$ cat src/rtl/axil_pkg.sv
// Shared definitions for the AXI-Lite master: FSM state encoding and write-response codes.
package axil_pkg;

  typedef enum logic [2:0] {
    IDLE,
    WR_REQ,
    WR_RESP,
    RD_ADDR,
    RD_DATA,
    DONE
  } state_t;

  localparam logic [1:0] RESP_OKAY   = 2'b00;
  localparam logic [1:0] RESP_SLVERR = 2'b10;

endpackage

$ cat src/rtl/axil_master.sv
// Single-outstanding AXI-Lite master: turns one cmd_* request into an AXI-Lite
// read or write and returns the outcome on the rsp_* handshake.
module axil_master
  import axil_pkg::*;
#(
  parameter int unsigned ADDR_W = 32,
  parameter int unsigned DATA_W = 32
) (
  input  logic              clk,
  input  logic              resetn,

  input  logic              cmd_valid,
  output logic              cmd_ready,
  input  logic              cmd_write,
  input  logic [ADDR_W-1:0] cmd_addr,
  input  logic [DATA_W-1:0] cmd_wdata,

  output logic              rsp_valid,
  input  logic              rsp_ready,
  output logic [DATA_W-1:0] rsp_rdata,
  output logic              rsp_err,

  output logic [ADDR_W-1:0] aximm_mst_awaddr,
  output logic              aximm_mst_awvalid,
  input  logic              aximm_mst_awready,
  output logic [DATA_W-1:0] aximm_mst_wdata,
  output logic              aximm_mst_wvalid,
  input  logic              aximm_mst_wready,
  input  logic [1:0]        aximm_mst_bresp,
  input  logic              aximm_mst_bvalid,
  output logic              aximm_mst_bready,
  output logic [ADDR_W-1:0] aximm_mst_araddr,
  output logic              aximm_mst_arvalid,
  input  logic              aximm_mst_arready,
  input  logic [DATA_W-1:0] aximm_mst_rdata,
  input  logic              aximm_mst_rvalid,
  output logic              aximm_mst_rready
);

  state_t              r_state,       w_state_nxt;
  logic                r_cmd_ready,   w_cmd_ready_nxt;
  logic                r_awvalid,     w_awvalid_nxt;
  logic                r_wvalid,      w_wvalid_nxt;
  logic                r_arvalid,     w_arvalid_nxt;
  logic                r_bready,      w_bready_nxt;
  logic                r_rready,      w_rready_nxt;
  logic                r_rsp_valid,   w_rsp_valid_nxt;
  logic                r_rsp_err,     w_rsp_err_nxt;
  logic [DATA_W-1:0]   r_rsp_rdata,   w_rsp_rdata_nxt;
  logic [ADDR_W-1:0]   r_addr,        w_addr_nxt;
  logic [DATA_W-1:0]   r_wdata,       w_wdata_nxt;

  logic                w_cmd_fire;
  logic                w_aw_ok;
  logic                w_w_ok;

  assign w_cmd_fire = cmd_valid & r_cmd_ready;
  // A write channel is finished once its valid has dropped or handshakes this cycle.
  assign w_aw_ok    = !r_awvalid || aximm_mst_awready;
  assign w_w_ok     = !r_wvalid  || aximm_mst_wready;

  always_ff @(posedge clk or negedge resetn) begin
    if (!resetn) begin
      r_state     <= IDLE;
      r_cmd_ready <= 1'b0;
      r_awvalid   <= 1'b0;
      r_wvalid    <= 1'b0;
      r_arvalid   <= 1'b0;
      r_bready    <= 1'b0;
      r_rready    <= 1'b0;
      r_rsp_valid <= 1'b0;
      r_rsp_err   <= 1'b0;
      r_rsp_rdata <= '0;
      r_addr      <= '0;
      r_wdata     <= '0;
    end else begin
      r_state     <= w_state_nxt;
      r_cmd_ready <= w_cmd_ready_nxt;
      r_awvalid   <= w_awvalid_nxt;
      r_wvalid    <= w_wvalid_nxt;
      r_arvalid   <= w_arvalid_nxt;
      r_bready    <= w_bready_nxt;
      r_rready    <= w_rready_nxt;
      r_rsp_valid <= w_rsp_valid_nxt;
      r_rsp_err   <= w_rsp_err_nxt;
      r_rsp_rdata <= w_rsp_rdata_nxt;
      r_addr      <= w_addr_nxt;
      r_wdata     <= w_wdata_nxt;
    end
  end

  // Next state plus next value of every registered output.
  always_comb begin
    w_state_nxt     = r_state;
    w_cmd_ready_nxt = 1'b0;
    w_awvalid_nxt   = r_awvalid;
    w_wvalid_nxt    = r_wvalid;
    w_arvalid_nxt   = r_arvalid;
    w_bready_nxt    = r_bready;
    w_rready_nxt    = r_rready;
    w_rsp_valid_nxt = r_rsp_valid;
    w_rsp_err_nxt   = r_rsp_err;
    w_rsp_rdata_nxt = r_rsp_rdata;
    w_addr_nxt      = r_addr;
    w_wdata_nxt     = r_wdata;

    case (r_state)
      IDLE: begin
        w_cmd_ready_nxt = !w_cmd_fire;
        if (w_cmd_fire) begin
          w_addr_nxt  = cmd_addr;
          w_wdata_nxt = cmd_wdata;
          if (cmd_write) begin
            w_state_nxt   = WR_REQ;
            w_awvalid_nxt = 1'b1;
            w_wvalid_nxt  = 1'b1;
          end else begin
            w_state_nxt   = RD_ADDR;
            w_arvalid_nxt = 1'b1;
          end
        end
      end

      WR_REQ: begin
        if (r_awvalid && aximm_mst_awready) w_awvalid_nxt = 1'b0;
        if (r_wvalid && aximm_mst_wready)   w_wvalid_nxt  = 1'b0;
        if (w_aw_ok && w_w_ok) begin
          w_state_nxt  = WR_RESP;
          w_bready_nxt = 1'b1;
        end
      end

      WR_RESP: begin
        if (aximm_mst_bvalid) begin
          w_state_nxt     = DONE;
          w_bready_nxt    = 1'b0;
          w_rsp_valid_nxt = 1'b1;
          w_rsp_err_nxt   = (aximm_mst_bresp != RESP_OKAY);
          w_rsp_rdata_nxt = '0;
        end
      end

      RD_ADDR: begin
        if (aximm_mst_arready) begin
          w_state_nxt   = RD_DATA;
          w_arvalid_nxt = 1'b0;
          w_rready_nxt  = 1'b1;
        end
      end

      RD_DATA: begin
        if (aximm_mst_rvalid) begin
          w_state_nxt     = DONE;
          w_rready_nxt    = 1'b0;
          w_rsp_valid_nxt = 1'b1;
          w_rsp_err_nxt   = 1'b0;
          w_rsp_rdata_nxt = aximm_mst_rdata;
        end
      end

      DONE: begin
        if (rsp_ready) begin
          w_state_nxt     = IDLE;
          w_rsp_valid_nxt = 1'b0;
          w_cmd_ready_nxt = 1'b1;
        end
      end

      default: begin
        w_state_nxt = IDLE;
      end
    endcase
  end

  assign cmd_ready         = r_cmd_ready;
  assign rsp_valid         = r_rsp_valid;
  assign rsp_rdata         = r_rsp_rdata;
  assign rsp_err           = r_rsp_err;
  assign aximm_mst_awaddr  = r_addr;
  assign aximm_mst_awvalid = r_awvalid;
  assign aximm_mst_wdata   = r_wdata;
  assign aximm_mst_wvalid  = r_wvalid;
  assign aximm_mst_bready  = r_bready;
  assign aximm_mst_araddr  = r_addr;
  assign aximm_mst_arvalid = r_arvalid;
  assign aximm_mst_rready  = r_rready;

endmodule
$ cat config.mk
export PLATFORM = sky130hd
export DESIGN_NAME = axil_master
export DESIGN_NICKNAME = d
export VERILOG_FILES = /design/src/rtl/axil_pkg.sv /design/src/rtl/axil_master.sv
export SDC_FILE = /design/constraint.sdc
export NUM_CORES = 1
export LEC_CHECK = 0
export ABC_AREA = 1
export CORE_MARGIN = 8
export CORE_UTILIZATION = 36
export CTS_CLUSTER_DIAMETER = 120
export DETAILED_ROUTE_END_ITERATION = 12
export GPL_TIMING_DRIVEN = 0
export PLACE_DENSITY = 0.82
export SLEW_MARGIN = 40
export SYNTH_ARGS = -nofsm -noshare
export SYNTH_HDL_FRONTEND = slang
export SYNTH_SLANG_ARGS = --single-unit
$ cat constraint.sdc
create_clock -name clk -period 1.5 [get_ports clk]
set_clock_uncertainty 0.2 [all_clocks]
set_input_delay 0.225 -clock clk [delete_from_list [all_inputs] [get_ports clk]]
set_output_delay 0.225 -clock clk [all_outputs]
set_load 0.02 [all_outputs]
==> qor.tcl, run 1 <==
set qor(grt.met1_usage_pct) 20.5
set qor(tritoncts.num_buffers) 9
set qor(critical_path.max_stage_delay_ns) 0.46
set qor(synth.avg_cell_area_um2) 8.70
set qor(final_antenna_net_count) 0
set qor(grt-ovfl-total) 0
set qor(worstPathRequired_ns) 1.58
set qor(postRouteWirelength_um) 16400
set qor(floorplan.die.height_um) 129
set qor(leakage_nw) 4.15
set qor(dieArea_mm2) 0.0165
set qor(initialDrtViolationCount) 229
set qor(dp_hpwl_um) 11800
set qor(slew_viol_final) 0
set qor(final.setup.worst_slack_ns) -0.193
set qor(vias) 4471
set qor(worst-r2r-setup-slack_ns) -0.19
set qor(crit-reg2reg-launch) {r_state[0]}
set qor(finalSetupViolCount) 103
set qor(crit_path_max_fanout) 10
set qor(synthMostInstantiatedCell) {sky130_fd_sc_hd__nand2_1}
set qor(start_util_pct) 36.5
set qor(n_fill_cell) 1030
set qor(timing.critical_path.cells) {nor2_4 -> nand2_2 -> nor2_4 -> buf_12 -> buf_12 -> buf_8 -> nand2_1 -> nand2_1}
set qor(max_slew.worst_pin.slew_ns) 0.424
set qor(routabilityCongestion) 0.834
set qor(antenna_found_initial) 0
set qor(totalNegativeSetupSlack_ns) -14.40
set qor(antenna_cells_inserted) 0
set qor(share_of_the_yosys_chip_area_belonging_to_registers_pct) 58.6
set qor(max_clock_freq_mhz) 591
set qor(ys_dominant_reg_cell) {sky130_fd_sc_hd__dfrtp_1}
set qor(fin_crit_sh_pct) 113
set qor(critical_path.endpoint) {aximm_mst_araddr[26]}
set qor(synth.cells.most_frequent) {sky130_fd_sc_hd__nand2_1, sky130_fd_sc_hd__dfrtp_1, sky130_fd_sc_hd__buf_4}
set qor(detailedRoute.firstPassIterationCount) 4
set qor(asyncSetResetFlopFracSynth_pct) 100
set qor(grt_pass1_vias) 4495
set qor(utilization_pct) 64.6
set qor(post_dr_vias_cell) 4.49
set qor(synthCells) 525
set qor(synth_top_cells_by_area) {sky130_fd_sc_hd__dfrtp_1, sky130_fd_sc_hd__nand2_1, sky130_fd_sc_hd__buf_4, sky130_fd_sc_hd__o21ai_1, sky130_fd_sc_hd__buf_6}
set qor(port-buffer-count) 243
set qor(synth-edff-count) 0
set qor(chipWidth_um) 129
set qor(critPathArrivalTime_ns) 1.78
set qor(busiest_layer_in_global_routing) {met2}
set qor(groute.layer.met2.usage_pct) 30.8
set qor(cts_tree) {done}
set qor(synthesis.area_mm2) 0.00457
set qor(drc) 0
set qor(clk_latency_ns) 0.34
set qor(power.ir.vdd_worst_uv) 1000
set qor(final_period_minus_worst_setup_slack_ns) 1.69
set qor(max-slew-margin-rel_pct) 71.7
set qor(use_met3_pct) 8.11
set qor(grt_start_max_net_pins) 55
set qor(setup_repair_after_global_routing_missed_its_margin) {true}
set qor(final_layout_size_suffix_gt1_share_pct) 36.3
set qor(max_cap_violations) 0
set qor(timing.critical_path.from) {r_state[0]}
set qor(hold_path_class) {input pin to asynchronous set/reset pin}
set qor(synth_cell_type_count) 21
set qor(postSynthRegisterBits) 107
set qor(yosys_warnings) 0
set qor(rows) 41
set qor(rr_worst_depth) 8
set qor(yosysTopAreaCell) {sky130_fd_sc_hd__dfrtp_1}
set qor(hold_viol) 0
set qor(grt_util_all_layers_pct) 18.5
set qor(global_route_wire_length_before_repair_um) 23700
set qor(worst-setup-path-type) {flop to flop}
set qor(synth.top_cell.area_share_pct) 58.6
set qor(clockRootBuffer) {sky130_fd_sc_hd__clkbuf_16}
set qor(cts.path.max_buffers) 2
set qor(h-tree-depth) 3
set qor(startpoint_kind_of_the_worst_setup_timing_path) {flop}
set qor(numClockSinks) 107
set qor(violated_checks) {negative setup slack}
set qor(pin_count) 244
set qor(type_of_destination_of_the_critical_path) {flop}
set qor(powerDensity_mw_per_mm2) 2100
set qor(clkTransAtPathRegs_ns) 0.07
set qor(synth_fp_nets) 633
set qor(outcome) {complete, but fails checks}
set qor(flow.area_growth_from_synthesis_pct) 77.1
set qor(cpMaxStageDelayCell) {sky130_fd_sc_hd__dfrtp_2}
set qor(core_mm2) 0.0125
set qor(critical_path.reg2reg.endpoint) {aximm_mst_araddr[26]}
set qor(final_net_count) 928
set qor(drt-wirelength-per-cell_um) 16.5
-- logic make-up after synthesis --
family,synth area share [%]
flip-flops,58.6
AND/OR/NAND/NOR,26.3
AO/OA/AOI/OAI,4.60
buffers and inverters,10.5
-- placed cells by master (no fill, tap or decap), types with 2 or more instances in the layout --
cell / count
sky130_fd_sc_hd__nand2_1: 211
sky130_fd_sc_hd__clkdlybuf4s50_1: 106
sky130_fd_sc_hd__dfrtp_1: 105
sky130_fd_sc_hd__buf_4: 60
sky130_fd_sc_hd__nand2_2: 57
sky130_fd_sc_hd__clkbuf_2: 45
sky130_fd_sc_hd__clkdlybuf4s15_1: 40
sky130_fd_sc_hd__buf_2: 34
sky130_fd_sc_hd__o21ai_1: 28
sky130_fd_sc_hd__nand2_4: 18
sky130_fd_sc_hd__clkdlybuf4s15_2: 14
sky130_fd_sc_hd__clkbuf_16: 13
sky130_fd_sc_hd__buf_6: 12
sky130_fd_sc_hd__inv_1: 11
sky130_fd_sc_hd__buf_8: 10
sky130_fd_sc_hd__dlygate4sd2_1: 6
sky130_fd_sc_hd__nor2_4: 5
sky130_fd_sc_hd__o21ai_2: 5
sky130_fd_sc_hd__buf_12: 4
sky130_fd_sc_hd__nand3_2: 4
sky130_fd_sc_hd__o21ai_0: 4
sky130_fd_sc_hd__nor2_1: 4
sky130_fd_sc_hd__nand3_1: 3
sky130_fd_sc_hd__inv_2: 2
sky130_fd_sc_hd__nand4_1: 2
sky130_fd_sc_hd__nand3b_1: 2
sky130_fd_sc_hd__inv_4: 2
sky130_fd_sc_hd__clkinv_2: 2
sky130_fd_sc_hd__bufinv_16: 2
sky130_fd_sc_hd__buf_16: 2
sky130_fd_sc_hd__dfrtp_2: 2
-- flip-flops by register name (all words and copies together) (netlist names) --
register and count:
aximm_mst_araddr 32, aximm_mst_awvalid 1, aximm_mst_wdata 32, rsp_valid 1, cmd_ready 1, rsp_err 1, r_state 3, aximm_mst_bready 1
rsp_rdata 32, aximm_mst_wvalid 1, aximm_mst_arvalid 1, aximm_mst_rready 1
-- cell type report --
class / instances / area (um2) / share of cell area [%]
buffer: 56 / 527 / 6.51
tap: 172 / 215 / 2.66
multi-input combinational: 347 / 1750 / 21.6
inverter: 15 / 71.3 / 0.881
clock buffer: 10 / 239 / 2.95
clock inverter: 5 / 77.6 / 0.959
sequential: 107 / 2680 / 33.1
timing repair buffer: 283 / 2530 / 31.3
timing repair inverter: 1 / 6.26 / 0.0773
-- power breakdown --
part / switching (mW) / internal (mW)
sequential: 0.874 / 4.14
clock: 1.04 / 1.49
combinational: 5.32 / 4.10
-- layer usage --
layer,wire [um],up-vias
met5,0,-
met4,231,0
met3,1810,15
met2,7840,212
met1,6520,2068
li1,-,2176
-- metrics by stage --
step / instances / total power, mW / setup WS [ns] / hold WS [ns] / area (um2)
final: 996 / 17.0 / -0.193 / 0.175 / 8090
after global routing: 996 / 18.0 / -0.247 / 0.210 / 8090
after CTS: 981 / 16.5 / -0.181 / 0.184 / 7820
after floorplan: 525 / 9.65 / -0.0105 / -0.271 / 4590
after global placement: 940 / 13.9 / -4.58 / 0.253 / 7240
after detailed placement: 941 / 14.1 / -0.323 / -0.0289 / 7270
-- timing repair --
action,in CTS,in global routing
setup endpoints to repair,236,181
hold endpoints to repair,101,0
hold buffers,1,0
cloned,4,4
setup buffers,20,12
resized for setup,384,160
pin swaps,9,38
-- worst max-delay path: cells and delay by family, from the launching register on --
family / cells / cell delay (ns)
and+or+nand+nor: 5 / 0.51
DFF: 1 / 0.46
buffers and inverters: 3 / 0.44
-- how the worst min path moves through the flow --
stage	from	end	slack (ns)	cells after the start
2_1_floorplan	resetn	aximm_mst_araddr[0]	-0.27	0
3_3_place_gp	aximm_mst_wdata[14]	aximm_mst_wdata[14]	0.25	2
3_5_place_dp	resetn	rsp_rdata[25]	-0.03	1
4_1_cts	resetn	rsp_rdata[22]	0.18	2
5_1_grt	resetn	rsp_rdata[24]	0.21	2
6_report	resetn	rsp_rdata[24]	0.18	2
(Power assumes the default switching activity.)
==> run 2, diff against run 1 <==
MAX_ROUTING_LAYER = met4   (was default)
==> qor.tcl, run 2 (synthesis results as in run 1) <==
set qor(outcome) {complete, but fails checks}
set qor(violated_checks) {negative setup slack}
set qor(max_slew.worst_pin.slew_ns) 0.424 ;# +0.0000985 ns
set qor(timing.critical_path.from) {r_state[0]}
set qor(final_layout_size_suffix_gt1_share_pct) 35.2 ;# -1.0 points
set qor(grt_util_all_layers_pct) 19.0 ;# +0.57 points
set qor(cts_tree) {done}
set qor(antenna_found_initial) 0 ;# unchanged
set qor(timing.critical_path.cells) {nor2_4 -> nand2_2 -> nor2_4 -> buf_12 -> buf_12 -> buf_8 -> nand2_1 -> nand2_1}
set qor(dieArea_mm2) 0.0165 ;# unchanged
set qor(numClockSinks) 107 ;# unchanged
set qor(global_route_wire_length_before_repair_um) 23500 ;# -0.61%
set qor(post_dr_vias_cell) 4.50 ;# +0.28%
set qor(crit-reg2reg-launch) {r_state[0]}
set qor(dp_hpwl_um) 11800 ;# unchanged
set qor(final_net_count) 927 ;# -0.11%
set qor(drt-wirelength-per-cell_um) 16.3 ;# -0.87%
set qor(final_antenna_net_count) 0 ;# unchanged
set qor(type_of_destination_of_the_critical_path) {flop}
set qor(hold_path_class) {input pin to asynchronous set/reset pin}
set qor(powerDensity_mw_per_mm2) 2100 ;# +0.33%
set qor(finalSetupViolCount) 103 ;# unchanged
set qor(totalNegativeSetupSlack_ns) -14.67 ;# -0.266 ns
set qor(fin_crit_sh_pct) 113 ;# about the same
set qor(detailedRoute.firstPassIterationCount) 4 ;# unchanged
set qor(pin_count) 244 ;# unchanged
set qor(layout_common_cells) {sky130_fd_sc_hd__nand2_1, sky130_fd_sc_hd__clkdlybuf4s50_1, sky130_fd_sc_hd__dfrtp_1}
set qor(clkTransAtPathRegs_ns) 0.07 ;# about the same
set qor(rows) 41 ;# unchanged
set qor(cpMaxStageDelayCell) {sky130_fd_sc_hd__dfrtp_2}
set qor(max_cap_violations) 0 ;# unchanged
set qor(floorplan.die.height_um) 129 ;# unchanged
set qor(worstPathRequired_ns) 1.58 ;# about the same
set qor(start_util_pct) 36.5 ;# unchanged
set qor(antenna_cells_inserted) 0 ;# unchanged
set qor(critical_path.reg2reg.endpoint) {aximm_mst_araddr[26]}
set qor(hold_viol) 0 ;# unchanged
set qor(port-buffer-count) 243 ;# unchanged
set qor(rr_worst_depth) 8 ;# unchanged
set qor(path_buf_inv) 3 ;# unchanged
set qor(initialDrtViolationCount) 210 ;# -8.3%
set qor(postRouteWirelength_um) 16200 ;# -0.97%
set qor(tritoncts.num_buffers) 9 ;# unchanged
set qor(slew_viol_final) 0 ;# unchanged
set qor(final.setup.worst_slack_ns) -0.194 ;# -0.000529 ns
set qor(worst-setup-path-type) {flop to flop}
set qor(vias) 4479 ;# +0.18%
set qor(grt_start_max_net_pins) 55 ;# unchanged
set qor(power.ir.vdd_worst_uv) 1010 ;# +0.62%
set qor(grt_pass1_vias) 4539 ;# +0.98%
set qor(leakage_nw) 4.12 ;# -0.63%
set qor(setup_repair_after_global_routing_missed_its_margin) {true}
set qor(crit_path_max_fanout) 10 ;# unchanged
set qor(max_clock_freq_mhz) 590 ;# about the same
set qor(chipWidth_um) 129 ;# unchanged
set qor(core_mm2) 0.0125 ;# unchanged
set qor(layout.cells.most_common) {sky130_fd_sc_hd__nand2_1}
set qor(drc) 0 ;# unchanged
set qor(final_period_minus_worst_setup_slack_ns) 1.69 ;# +0.000529 ns
set qor(clk_latency_ns) 0.34 ;# about the same
set qor(h-tree-depth) 3 ;# unchanged
set qor(cts.path.max_buffers) 2 ;# unchanged
set qor(clockRootBuffer) {sky130_fd_sc_hd__clkbuf_16}
set qor(path_delay_family) {simple AND/OR/NAND/NOR gates}
set qor(max-slew-margin-rel_pct) 71.7 ;# about the same
set qor(utilization_pct) 64.3 ;# -0.39 points
set qor(flow.area_growth_from_synthesis_pct) 76.1
set qor(critPathArrivalTime_ns) 1.78 ;# about the same
set qor(routabilityCongestion) 0.846 ;# +1.5%
set qor(worst-r2r-setup-slack_ns) -0.19 ;# about the same
set qor(critical_path.max_stage_delay_ns) 0.47 ;# about the same
set qor(startpoint_kind_of_the_worst_setup_timing_path) {flop}
set qor(grt-ovfl-total) 0 ;# unchanged
## run 2: repair_timing
action                     in CTS  in global routing
setup endpoints to repair     236                183
hold endpoints to repair      101                  0
pin swaps                       9                 28
hold buffers                    1                  0
buffers inserted               20                 12
resized for setup             384                156
gates cloned                    4                  3
## run 2: area by class of cell
class,count,area [um2]
plain buffers,56,527
clock buffers,10,239
clock inverters,5,77.6
fillers,1037,4470
inverters,15,71.3
multi-input cells,347,1720
flip-flops and latches,107,2680
well taps,172,215
repair buffers,282,2500
repair inverters,1,8.76
## run 2: stage by stage
| step | hold slack [ns] | instances | power [mW] | instance area [um2] | worst slack (ns) |
|---|---|---|---|---|---|
| after floorplan | -0.271 | 525 | 9.65 | 4590 | -0.0105 |
| after global placement | 0.253 | 940 | 13.9 | 7240 | -4.58 |
| after detailed placement | -0.0289 | 941 | 14.1 | 7270 | -0.323 |
| after CTS | 0.184 | 981 | 16.5 | 7820 | -0.181 |
| after global routing | 0.209 | 995 | 17.9 | 8040 | -0.266 |
| final | 0.169 | 995 | 16.9 | 8040 | -0.194 |
## run 2: worst max-delay path by stage
| stage | cells past startpoint | slack (ns) | to |
|---|---|---|---|
| global placement | 1 | -4.58 | r_state[0] |
| detailed placement | 5 | -0.32 | rsp_rdata[26] |
| CTS | 8 | -0.18 | aximm_mst_wdata[17] |
| floorplan | 8 | -0.01 | rsp_rdata[22] |
| global route | 8 | -0.27 | aximm_mst_araddr[26] |
| finish | 8 | -0.19 | aximm_mst_araddr[26] |
## run 2: where the power goes
group / internal (mW) / switching, mW / total [mW]
Combinational: 4.07 / 5.30 / 9.37
Clock: 1.49 / 1.04 / 2.54
Sequential: 4.14 / 0.873 / 5.02
Total: 9.71 / 7.21 / 16.9
## run 2: routing by layer
layer  global-route usage (%)  wire, um  part of all wire, %
met5                        -         0                    0
met4                     6.57       247                  1.5
met3                     6.79      1540                  9.5
met2                     30.8      7780                   48
met1                     21.5      6670                   41
## run 2: worst reg2reg max path: cells and delay by family, from the launching register on
family	cells	cell delay (ns)
and+or+nand+nor	5	0.52
DFF	1	0.47
buffers and inverters	3	0.44
==> run 3, diff against run 2 <==
--- a/config.mk
+++ b/config.mk
@@ -15,3 +15,3 @@
 export PLACE_DENSITY = 0.82
-export SLEW_MARGIN = 40
+export SLEW_MARGIN = 20
 export SYNTH_ARGS = -nofsm -noshare
==> constraint.sdc (replaced) <==
create_clock -name clk -period 1.5 [get_ports clk]
set_clock_uncertainty 0.2 [all_clocks]
set_input_delay 0.3 -clock clk [delete_from_list [all_inputs] [get_ports clk]]
set_output_delay 0.3 -clock clk [all_outputs]
set_load 0.005 [all_outputs]
==> qor.tcl, run 3 (synthesis results as in run 1) <==
set qor(grt-ovfl-total) 0 ;# unchanged
set qor(floorplan.die.height_um) 129 ;# unchanged
set qor(fin_crit_sh_pct) 115 ;# +2.0 points
set qor(cts_tree) {done}
set qor(final_period_minus_worst_setup_slack_ns) 1.72 ;# +0.0297 ns
set qor(numClockSinks) 107 ;# unchanged
set qor(dp_worst_setup_slack_ns) -0.396 ;# -0.0721 ns
set qor(max_cap_violations) 0 ;# unchanged
set qor(clk_latency_ns) 0.34 ;# about the same
set qor(post_dr_vias_cell) 4.60 ;# +2.2%
set qor(rows) 41 ;# unchanged
set qor(type_of_destination_of_the_critical_path) {flop}
set qor(setup_repair_after_global_routing_missed_its_margin) {true}
set qor(outcome) {complete, but fails checks}
set qor(grt_start_max_net_pins) 55 ;# unchanged
set qor(register_area_mm2) 0.00268 ;# unchanged
set qor(max_slew.worst_pin.slew_ns) 0.521 ;# +0.0968 ns
set qor(hold_path_class) {input pin to asynchronous set/reset pin}
set qor(area_used_by_multi_input_combinational_logic_mm2) 0.00189 ;# +9.7%
set qor(core_mm2) 0.0125 ;# unchanged
set qor(slew_viol_final) 0 ;# unchanged
set qor(global_route_wire_length_before_repair_um) 24400 ;# +3.4%
set qor(final.setup.worst_slack_ns) -0.224 ;# -0.0297 ns
set qor(max_clock_freq_mhz) 580 ;# -1.7%
set qor(final_layout_size_suffix_gt1_share_pct) 41.7 ;# +6.5 points
set qor(startpoint_kind_of_the_worst_setup_timing_path) {flop}
set qor(h-tree-depth) 3 ;# unchanged
set qor(worstPathRequired_ns) 1.57 ;# about the same
set qor(final_antenna_net_count) 0 ;# unchanged
set qor(layout.cells.most_common) {sky130_fd_sc_hd__nand2_1}
set qor(crit_path_max_fanout) 6 ;# -4
set qor(power.ir.vdd_worst_uv) 936 ;# -7.4%
set qor(detailedRoute.firstPassIterationCount) 4 ;# unchanged
set qor(antenna_found_initial) 1 ;# +1
set qor(initialDrtViolationCount) 306 ;# +46%
set qor(timing.hold.ws_ns) 0.281 ;# +0.111 ns
set qor(cts.path.max_buffers) 2 ;# unchanged
set qor(drc) 0 ;# unchanged
set qor(start_util_pct) 36.5 ;# unchanged
set qor(routabilityCongestion) 0.846 ;# unchanged
set qor(powerDensity_mw_per_mm2) 1900 ;# -9.6%
set qor(max-slew-margin-rel_pct) 65.3 ;# -6.5 points
set qor(clkTransAtPathRegs_ns) 0.07 ;# about the same
set qor(drt-wirelength-per-cell_um) 17.7 ;# +8.6%
set qor(violated_checks) {negative setup slack}
set qor(grt_util_all_layers_pct) 19.6 ;# +0.61 points
set qor(dp_hpwl_um) 11800 ;# -0.33%
set qor(flow.area_growth_from_synthesis_pct) 90.4
set qor(leakage_nw) 4.40 ;# +6.8%
set qor(postRouteWirelength_um) 18000 ;# +11%
set qor(final_net_count) 944 ;# +1.8%
set qor(dieArea_mm2) 0.0165 ;# unchanged
set qor(clockRootBuffer) {sky130_fd_sc_hd__clkbuf_16}
set qor(chipWidth_um) 129 ;# unchanged
set qor(vias) 4665 ;# +4.2%
set qor(critPathArrivalTime_ns) 1.80 ;# +0.02 ns
set qor(pin_count) 244 ;# unchanged
set qor(hold_viol) 0 ;# unchanged
set qor(worst-setup-path-type) {flop to flop}
set qor(tritoncts.num_buffers) 9 ;# unchanged
set qor(layout_common_cells) {sky130_fd_sc_hd__nand2_1, sky130_fd_sc_hd__clkdlybuf4s50_1, sky130_fd_sc_hd__dfrtp_1}
set qor(finalSetupViolCount) 108 ;# +4.9%
set qor(n_fill_cell) 882 ;# -15%
set qor(grt_pass1_vias) 4714 ;# +3.9%
set qor(port-buffer-count) 243 ;# unchanged
-- run 3: through the flow --
step | util [%] | instance area (um2) | TNS [ns] | std cells | power, mW
6_report | 69.5 | 8700 | -17.75 | 1014 | 16.5
5_1_grt | 69.5 | 8700 | -25.07 | 1014 | 17.5
4_1_cts | 64.9 | 8120 | -12.74 | 996 | 15.3
3_5_place_dp | 58.0 | 7260 | -32.63 | 941 | 12.2
3_3_place_gp | 57.8 | 7240 | -486.01 | 940 | 12.1
2_1_floorplan | - | 4590 | -0.0589 | 525 | 7.81
-- run 3: area by class of cell --
class / count / area share [%]
tap: 172 / 2.47
antenna: 1 / 0.0288
timing repair buffer: 306 / 33.9
multi-input combinational: 347 / 21.7
clock inverter: 5 / 0.604
sequential: 107 / 30.8
clock buffer: 11 / 2.79
buffer: 49 / 6.75
timing repair inverter: 1 / 0.129
inverter: 15 / 0.791
-- run 3: final timing paths --
check | start | end | slack, ns | cells past startpoint
min in group clk | aximm_mst_wdata[16] | aximm_mst_wdata[16] | 0.28 | 2
worst max-delay path | r_state[0] | aximm_mst_araddr[14] | -0.22 | 8
worst min-delay path | resetn | rsp_rdata[24] | 0.28 | 2
worst max register to register | r_state[0] | aximm_mst_araddr[14] | -0.22 | 8
max in group asynchronous | resetn | aximm_mst_araddr[29] | 0.17 | 3
worst min register to register | aximm_mst_wdata[16] | aximm_mst_wdata[16] | 0.28 | 2
-- run 3: critical path: stages (launching register included) --
cell and delay, ns:
sky130_fd_sc_hd__dfrtp_2 0.47, sky130_fd_sc_hd__nor2_4 0.17, sky130_fd_sc_hd__nand2_2 0.09, sky130_fd_sc_hd__nor2_4 0.11, sky130_fd_sc_hd__buf_12 0.16, sky130_fd_sc_hd__clkbuf_16 0.17, sky130_fd_sc_hd__buf_8 0.12, sky130_fd_sc_hd__nand2_2 0.05
sky130_fd_sc_hd__nand2_1 0.10
-- run 3: repair_timing --
action                                  CTS  global route
endpoints found under the setup margin  236           169
gates cloned                              6             7
buffers inserted                         32            18
hold buffers                              1             0
hold endpoints to repair                 53             0
pin swaps                                10            49
gates resized for setup                 465           203
-- run 3: layer usage --
metal | vias up | routed length [um] | global-route usage (%)
met5 | - | 0 | -
met3 | 28 | 1580 | 7.03
met4 | 0 | 371 | 7.74
li1 | 2208 | - | -
met2 | 214 | 8910 | 31.6
met1 | 2215 | 7110 | 21.9
-- run 3: report_power, final --
part,leakage (nW),internal (mW),total [mW],switching (mW)
Clock,0.145,1.33,2.38,1.04
Combinational,2.88,5.12,9.02,3.89
Sequential,1.37,4.14,5.14,0.994
Total,4.40,10.6,16.5,5.93
